File: config.mk
export PLATFORM = sky130hd
export DESIGN_NAME = hall_sensor_conditioner_flat
export DESIGN_NICKNAME = d
export VERILOG_FILES = /design/src/rtl/hall_sensor_conditioner_if.sv /design/src/rtl/hall_sensor_conditioner.sv /design/src/flat_wrapper.sv
export SDC_FILE = /design/constraint.sdc
export NUM_CORES = 1
export LEC_CHECK = 0
export BUFFER_PORTS_ARGS = -buffer_cell sky130_fd_sc_hd__buf_2
export CAP_MARGIN = 20
export CORE_ASPECT_RATIO = 0.9
export CORE_MARGIN = 8
export CORE_UTILIZATION = 53
export CTS_CLUSTER_DIAMETER = 120
export DETAILED_ROUTE_END_ITERATION = 10
export GPL_TIMING_DRIVEN = 0
export PLACE_DENSITY = 0.76
export SYNTH_ARGS = -nofsm -noshare
export SYNTH_HDL_FRONTEND = slang
export SYNTH_SLANG_ARGS = --single-unit
File: constraint.sdc
create_clock -name clock -period 3.4 [get_ports clock]
set_input_delay 1.02 -clock clock [delete_from_list [all_inputs] [get_ports clock]]
set_output_delay 1.02 -clock clock [all_outputs]
set_load 0.02 [all_outputs]
File: src/rtl/hall_sensor_conditioner_if.sv
// -----------------------------------------------------------------------------
// hall_sensor_conditioner_if
//
// Purpose:
//   Bundles the Hall-sensor conditioner's data signals. The raw sensor code
//   enters here, and the conditioned commutation code and motion
//   measurements leave here.
//
// Modports:
//   master : the conditioner. It consumes hall_raw and drives every
//            measurement output.
//   slave  : the environment (sensor side plus phase driver / speed loop).
//            It drives hall_raw and observes the outputs.
//
// Signals:
//   hall_raw      3             asynchronous Hall inputs {C,B,A}
//   hall_out      3             debounced commutation code
//   hall_valid    1             hall_out is neither 000 nor 111
//   hall_fault    1             sticky invalid/skipped-step indicator
//   seq_error     1             one-cycle pulse on a skipped-step transition
//   direction     1             1 = forward, 0 = reverse
//   step_count    COUNT_WIDTH   signed step count, wraps
//   period        PERIOD_WIDTH  cycles between the last two same-direction steps
//   period_valid  1             one-cycle strobe when period updates
//   stalled       1             no adjacent step for 2^PERIOD_WIDTH-1 cycles
// -----------------------------------------------------------------------------
interface hall_sensor_conditioner_if #(
    parameter int COUNT_WIDTH  = 16,
    parameter int PERIOD_WIDTH = 16
);
    logic [2:0]              hall_raw;
    logic [2:0]              hall_out;
    logic                    hall_valid;
    logic                    hall_fault;
    logic                    seq_error;
    logic                    direction;
    logic [COUNT_WIDTH-1:0]  step_count;
    logic [PERIOD_WIDTH-1:0] period;
    logic                    period_valid;
    logic                    stalled;

    modport master (
        input  hall_raw,
        output hall_out, hall_valid, hall_fault, seq_error, direction,
               step_count, period, period_valid, stalled
    );

    modport slave (
        output hall_raw,
        input  hall_out, hall_valid, hall_fault, seq_error, direction,
               step_count, period, period_valid, stalled
    );
endinterface

File: src/rtl/hall_sensor_conditioner.sv
// -----------------------------------------------------------------------------
// hall_sensor_conditioner
//
// Purpose:
//   This block is the front end of the BLDC phase driver. It synchronises the
//   three raw Hall inputs and debounces them. It then publishes a clean
//   commutation code and classifies every accepted code change as forward,
//   reverse, skipped or invalid. From those classifications it maintains a
//   signed step count, the direction, an inter-step period and a stall flag.
//
// Ports:
//   clock    in   system clock, all state changes on the rising edge
//   reset_n  in   synchronous active-low reset
//   bus      hall_sensor_conditioner_if.master (see the interface header)
//
// Parameters:
//   FILTER_CYCLES  consecutive synchronised cycles a new code must hold (>= 1)
//   COUNT_WIDTH    width of the signed step counter
//   PERIOD_WIDTH   width of the period measurement and stall counter
//
// Timing:
//   A steady raw change appears on hall_out FILTER_CYCLES+3 rising edges after
//   the first edge that samples it. That is two synchroniser stages, one
//   candidate load, and FILTER_CYCLES-1 further matching cycles before the
//   accepting edge.
// -----------------------------------------------------------------------------
module hall_sensor_conditioner #(
    parameter int FILTER_CYCLES = 16,
    parameter int COUNT_WIDTH   = 16,
    parameter int PERIOD_WIDTH  = 16
) (
    input  logic                      clock,
    input  logic                      reset_n,
    hall_sensor_conditioner_if.master bus
);

    localparam int FILT_W = $clog2(FILTER_CYCLES + 1);
    // The stable counter saturates at FILTER_CYCLES-1. Acceptance happens on
    // the edge that observes the FILTER_CYCLES-th consecutive match.
    localparam logic [FILT_W-1:0]       FILT_LAST  = FILT_W'(FILTER_CYCLES - 1);
    localparam logic [PERIOD_WIDTH-1:0] PERIOD_MAX = '1;

    // Synchroniser and debounce state.
    logic [2:0]              sync1;
    logic [2:0]              sync2;
    logic [2:0]              candidate;
    logic [FILT_W-1:0]       stable_cnt;

    // Published state.
    logic [2:0]              hall_out_q;
    logic                    hall_valid_q;
    logic                    hall_fault_q;
    logic                    seq_error_q;
    logic                    direction_q;
    logic [COUNT_WIDTH-1:0]  step_count_q;
    logic [PERIOD_WIDTH-1:0] period_q;
    logic                    period_valid_q;
    logic                    stalled_q;
    logic [PERIOD_WIDTH-1:0] period_cnt;

    // Successor of a code in the forward commutation sequence:
    // 101 -> 100 -> 110 -> 010 -> 011 -> 001 -> 101.
    function automatic logic [2:0] fwd_next(input logic [2:0] code);
        case (code)
            3'b101:  return 3'b100;
            3'b100:  return 3'b110;
            3'b110:  return 3'b010;
            3'b010:  return 3'b011;
            3'b011:  return 3'b001;
            3'b001:  return 3'b101;
            default: return 3'b000;
        endcase
    endfunction

    function automatic logic is_legal(input logic [2:0] code);
        return (code != 3'b000) && (code != 3'b111);
    endfunction

    // Acceptance uses the registered candidate. A raw change arriving on the
    // accepting cycle is still in the synchroniser and only restarts
    // filtering afterwards.
    logic accept;
    logic new_legal;
    logic both_legal;
    logic step_fwd;
    logic step_rev;
    logic step_adj;
    logic step_skip;
    logic code_bad;
    logic period_update;
    logic [PERIOD_WIDTH-1:0] elapsed;

    assign accept     = (sync2 == candidate) && (stable_cnt == FILT_LAST)
                        && (candidate != hall_out_q);
    assign new_legal  = is_legal(candidate);
    // An illegal old code (including 000 after reset) never counts,
    // faults or measures.
    assign both_legal = accept && hall_valid_q && new_legal;
    assign step_fwd   = both_legal && (fwd_next(hall_out_q) == candidate);
    assign step_rev   = both_legal && (fwd_next(candidate) == hall_out_q);
    assign step_adj   = step_fwd || step_rev;
    assign step_skip  = both_legal && !step_adj;
    assign code_bad   = accept && !new_legal;

    // A period is only meaningful between two consecutive steps in the same
    // direction with no stall in between.
    assign period_update = step_adj && !stalled_q && (step_fwd == direction_q);
    // The counter is zero on the edge after a step. At the next step it
    // therefore holds one less than the number of edges between the updates.
    assign elapsed = period_cnt + PERIOD_WIDTH'(1);

    // NOTE: sequential state uses non-blocking assignments so every register
    // samples the pre-edge values, regardless of statement order.
    always_ff @(posedge clock) begin
        if (!reset_n) begin
            sync1          <= 3'b000;
            sync2          <= 3'b000;
            candidate      <= 3'b000;
            stable_cnt     <= '0;
            hall_out_q     <= 3'b000;
            hall_valid_q   <= 1'b0;
            hall_fault_q   <= 1'b0;
            seq_error_q    <= 1'b0;
            direction_q    <= 1'b1;
            step_count_q   <= '0;
            period_q       <= '0;
            period_valid_q <= 1'b0;
            stalled_q      <= 1'b1;
            period_cnt     <= '0;
        end else begin
            sync1 <= bus.hall_raw;
            sync2 <= sync1;

            if (sync2 != candidate) begin
                candidate  <= sync2;
                stable_cnt <= '0;
            end else if (stable_cnt != FILT_LAST) begin
                stable_cnt <= stable_cnt + FILT_W'(1);
            end

            if (accept) begin
                hall_out_q   <= candidate;
                hall_valid_q <= new_legal;
            end

            seq_error_q    <= step_skip;
            period_valid_q <= period_update;

            if (step_skip || code_bad) begin
                hall_fault_q <= 1'b1;
            end

            if (step_adj) begin
                direction_q  <= step_fwd;
                step_count_q <= step_fwd ? step_count_q + COUNT_WIDTH'(1)
                                         : step_count_q - COUNT_WIDTH'(1);
            end

            if (period_update) begin
                period_q <= elapsed;
            end

            // Only adjacent steps restart the timer. Skips and illegal codes
            // leave both the timer and the stall flag alone.
            if (step_adj) begin
                period_cnt <= '0;
                stalled_q  <= 1'b0;
            end else if (period_cnt != PERIOD_MAX) begin
                period_cnt <= period_cnt + PERIOD_WIDTH'(1);
                if (period_cnt == PERIOD_MAX - PERIOD_WIDTH'(1)) begin
                    stalled_q <= 1'b1;
                end
            end
        end
    end

    assign bus.hall_out     = hall_out_q;
    assign bus.hall_valid   = hall_valid_q;
    assign bus.hall_fault   = hall_fault_q;
    assign bus.seq_error    = seq_error_q;
    assign bus.direction    = direction_q;
    assign bus.step_count   = step_count_q;
    assign bus.period       = period_q;
    assign bus.period_valid = period_valid_q;
    assign bus.stalled      = stalled_q;

endmodule

File: src/flat_wrapper.sv
// flat-port wrapper written by rule: the top's interface ports become plain ports
module hall_sensor_conditioner_flat 
#(
    parameter int FILTER_CYCLES = 16,
    parameter int COUNT_WIDTH   = 16,
    parameter int PERIOD_WIDTH  = 16
)
  (clock, reset_n, bus_hall_raw, bus_hall_out, bus_hall_valid, bus_hall_fault, bus_seq_error, bus_direction, bus_step_count, bus_period, bus_period_valid, bus_stalled);
  hall_sensor_conditioner_if #(.COUNT_WIDTH(COUNT_WIDTH), .PERIOD_WIDTH(PERIOD_WIDTH)) bus_i ();
  input  logic clock;
  input  logic reset_n;
  input wire logic [$bits(bus_i.hall_raw)-1:0] bus_hall_raw;
  output wire logic [$bits(bus_i.hall_out)-1:0] bus_hall_out;
  output wire logic [$bits(bus_i.hall_valid)-1:0] bus_hall_valid;
  output wire logic [$bits(bus_i.hall_fault)-1:0] bus_hall_fault;
  output wire logic [$bits(bus_i.seq_error)-1:0] bus_seq_error;
  output wire logic [$bits(bus_i.direction)-1:0] bus_direction;
  output wire logic [$bits(bus_i.step_count)-1:0] bus_step_count;
  output wire logic [$bits(bus_i.period)-1:0] bus_period;
  output wire logic [$bits(bus_i.period_valid)-1:0] bus_period_valid;
  output wire logic [$bits(bus_i.stalled)-1:0] bus_stalled;
  assign bus_i.hall_raw = bus_hall_raw;
  assign bus_hall_out = bus_i.hall_out;
  assign bus_hall_valid = bus_i.hall_valid;
  assign bus_hall_fault = bus_i.hall_fault;
  assign bus_seq_error = bus_i.seq_error;
  assign bus_direction = bus_i.direction;
  assign bus_step_count = bus_i.step_count;
  assign bus_period = bus_i.period;
  assign bus_period_valid = bus_i.period_valid;
  assign bus_stalled = bus_i.stalled;
  hall_sensor_conditioner #(.FILTER_CYCLES(FILTER_CYCLES), .COUNT_WIDTH(COUNT_WIDTH), .PERIOD_WIDTH(PERIOD_WIDTH)) u_core (.clock(clock), .reset_n(reset_n), .bus(bus_i));
endmodule
==> run summary <==
Total Die Area: 0.01030 mm²
Setup TNS: 0 ns
Top FF cell, synth: dfxtp_1
All-Layer GR Usage: 19.58%
Leakage: 0.002002 µW
Core Region: 0.007076 mm²
Peak VDD IR: 219.3 µV
Via count: 3676
Boundary pin count: 46
Final Cell Area: 0.004817 mm²
Final Hold Vio Count: 0
CTS buffer count: 9
Reg2reg setup slack: 0.08 ns
Critical path class: reg2reg
Antenna Nets Post-Route: 0
Avg WL per Cell: 17.38 µm
Diode count: 0
P&R area growth vs syn: 24.35%
Hold_buf cts: 0
Yosys cell types: 52
Final hold slack: 0.4384 ns
Slew @ Worst Pin: 0.6552 ns
Grt ovf: 0
Hold Path Class: reg2reg
Power share of the sequential group: 53.9%
Vias in the first global route: 3550
Insertion delay to the later sink of the worst-skew pair: 0.34 ns
GPL Wtd Cong: 0.9226
Syn avg cell area: 8.570 µm²
PortBufs: 44
Clk buf depth: 2
Worst-path clk slew: 0.08 ns
Sw frac: 25.22%
Worst Setup End Kind: flip-flop
Number of flops mapped to enable cells by yosys: 0
Comb pwr share: 5.0%
Clock network power share: 41.1%
Status: completed
#FFs+latches synth: 71
Worst EP required: 3.66 ns
Worst stage delay on the critical path: 0.41 ns
Most frequent cells in the layout: dfxtp_1, buf_2, nor2_1, nand3_1, a21oi_1
Synthesized area: 0.003874 mm²
Crit path max-delay cell type: fa_1
Tcrit/Tclk final: 97.68%
DR vias/cell: 5.900
Period minus WS final: 3.321 ns
Pint: 1180 µW
Total clock sinks: 71
DIE HEIGHT: 97.11 µm
Chip width: 106.1 µm
Post-Synthesis Net Count: 476
Initial DRC count: 148
Initial Util: 54.75%
Arr. time, crit path: 3.58 ns
Relative slew slack: 56.08%
Most numerous cell on the critical path: ha_1
Pin count of the biggest net entering global routing: 14
Nets: 549
CP Launch Type: flip-flop
Cell Area, Placed: 0.004214 mm²
RSZ-0062 raised after global routing: true
DR pass1 iterations: 5
# fillers: 586
Initial antenna violation count: 0
CTS tree: yes
Root Driver: clkbuf_8
Commonest non-fill, non-tap cell in the layout: dfxtp_1
Sequential share of the synthesized area: 36.69%
DRC Markers: 0
Layout cell share with drive strength beyond 1: 24.53%
Power per Cell Area: 327.5 mW/mm²
H-tree depth: 3
Row cnt: 29
Clock Skew: 0.01136 ns
Crit-path cells: ha_1 -> and3_1 -> ha_1 -> buf_8 -> nand4_4 -> nor4b_4 -> buf_4 -> nand2_4 -> buf_6 -> inv_1 -> fa_1 -> nor2b_2 -> o2111ai_4 -> a211oi_2 -> o31a_1 -> nor3_1 -> o31ai_1
Cell count after synthesis: 452
First-pass GRT wire length: 16840 µm
Crit Path Max Fanout: 7
WL final: 10830 µm
Max cap viols: 0
NetSw: 397.8 µW
Hpwl dp: 6903 µm
Asr flop ratio synth: 0%
Yosys warns: 0
Final Max Tran Viols: 0
Final setup violation count: 0
Max Fclk: 301.1 MHz
layout make-up:
cell class	instances	area [µm²]	share of cell area, %
plain buffers	22	131.4	2.727
multi-input cells	341	2519	52.29
flip-flops and latches	71	1424	29.56
repair buffers	61	364.1	7.558
well taps	93	116.4	2.416
inverters	19	71.32	1.481
clock buffers	11	151.4	3.143
clock inverters	5	40.04	0.8312
power by group through the flow:
stage | Sequential [µW] | Combinational (µW) | Clock [µW]
2_1_floorplan | 868 | 53.8 | 0
3_3_place_gp | 869 | 69.3 | 0
3_5_place_dp | 870 | 72.2 | 0
4_1_cts | 850 | 73.6 | 659
5_1_grt | 852 | 86.7 | 701
6_report | 850 | 79.3 | 648
cell families (layout without fill, tap and decap cells):
group                      Yosys count  in the layout  synth area share (%)
xor gates and xnor gates            35             35                 9.076
muxes                                7              7                 1.809
AOI/OAI and AO/OA                  107            107                 17.54
and+or+nand+nor                    172            173                 23.61
buffers and inverters               41            118                 4.942
DFF                                 71             71                 36.69
adders and majority gates           19             19                 6.331
state kept, by name (all words and copies together) (netlist names), 3 cells and up:
signal and count:
u_core.bus.step_count 16, u_core.bus.hall_out 3, u_core.candidate 3, u_core.period_cnt 16, u_core.stable_cnt 5, u_core.bus.period 16, u_core.sync1 3, u_core.sync2 3
path summary, 6_finish.rpt:
check                               startpoint                                endpoint  depth (start not counted)
min                 u_core.sync1[2]$_SDFF_PN0_              u_core.sync2[2]$_SDFF_PN0_                          1
max          u_core.stable_cnt[0]$_SDFFE_PP0P_  u_core.bus.step_count[12]$_SDFFE_PN0N_                         17
max reg2reg  u_core.stable_cnt[0]$_SDFFE_PP0P_  u_core.bus.step_count[12]$_SDFFE_PN0N_                         17
min reg2reg         u_core.sync1[2]$_SDFF_PN0_              u_core.sync2[2]$_SDFF_PN0_                          1
through the flow:
step | util [%] | instances | setup WS, ns | total power [µW]
after floorplan | - | 452 | 0.07533 | 921.5
after global placement | 59.56 | 589 | -0.5034 | 938.6
after detailed placement | 59.56 | 589 | -0.5684 | 941.9
after CTS | 65.48 | 615 | 0.007484 | 1583
after global routing | 68.08 | 623 | -0.05858 | 1640
final | 68.08 | 623 | 0.07893 | 1577
layer usage:
metal  global-route usage (%)  routed length, µm
met4                    6.919                280
met3                    3.714                583
met5                        0                  0
met2                    32.79               5270
met1                    24.34               4696
cell usage after synthesis, types with 2 or more instances:
| cell | count | share of area, % |
|---|---|---|
| dfxtp_1 | 71 | 37 |
| nor2_1 | 38 | 3.7 |
| a21oi_1 | 35 | 4.5 |
| nand3_1 | 35 | 4.5 |
| nand2_1 | 31 | 3.0 |
| xnor2_1 | 21 | 4.7 |
| inv_1 | 19 | 1.8 |
| o21ai_0 | 19 | 2.5 |
| ha_1 | 18 | 5.8 |
| nor3_1 | 15 | 1.9 |
| o31ai_1 | 15 | 2.9 |
| and2_1 | 12 | 1.9 |
| xor2_1 | 11 | 2.5 |
| a21o_1 | 9 | 1.7 |
| buf_2 | 9 | 1.2 |
| clkbuf_1 | 8 | 0.78 |
| a211oi_1 | 7 | 1.4 |
| mux2i_1 | 7 | 1.8 |
| and3_1 | 6 | 0.97 |
| nand4_1 | 6 | 0.97 |
| nor4_1 | 6 | 0.97 |
| nor4bb_1 | 4 | 1.0 |
| o211ai_1 | 4 | 0.78 |
| o21a_1 | 4 | 0.78 |
| a31oi_1 | 3 | 0.48 |
| buf_6 | 3 | 0.87 |
| nand2b_1 | 3 | 0.48 |
| nor2b_1 | 3 | 0.48 |
| or3_1 | 3 | 0.48 |
| and4_1 | 2 | 0.45 |
| nand3b_1 | 2 | 0.39 |
| o2111ai_1 | 2 | 0.45 |
| xnor2_4 | 2 | 1.4 |
critical path: cells and delay by family, from the launching register on:
| kind | cells | cell delay [ns] |
|---|---|---|
| simple gates | 6 | 0.75 |
| fa+ha+maj | 3 | 0.80 |
| flops | 1 | 0.33 |
| compound gates | 4 | 0.90 |
| buf+inv | 4 | 0.46 |
what timing repair did:
| action | in CTS | in global routing |
|---|---|---|
| hold endpoints to repair | 0 | 0 |
| setup buffers | 9 | 8 |
| resized for setup | 22 | 23 |
| pin swaps | 5 | 8 |
| gates cloned | 1 | 0 |
| setup endpoints to repair | 10 | 11 |
(Power assumes the default switching activity.)
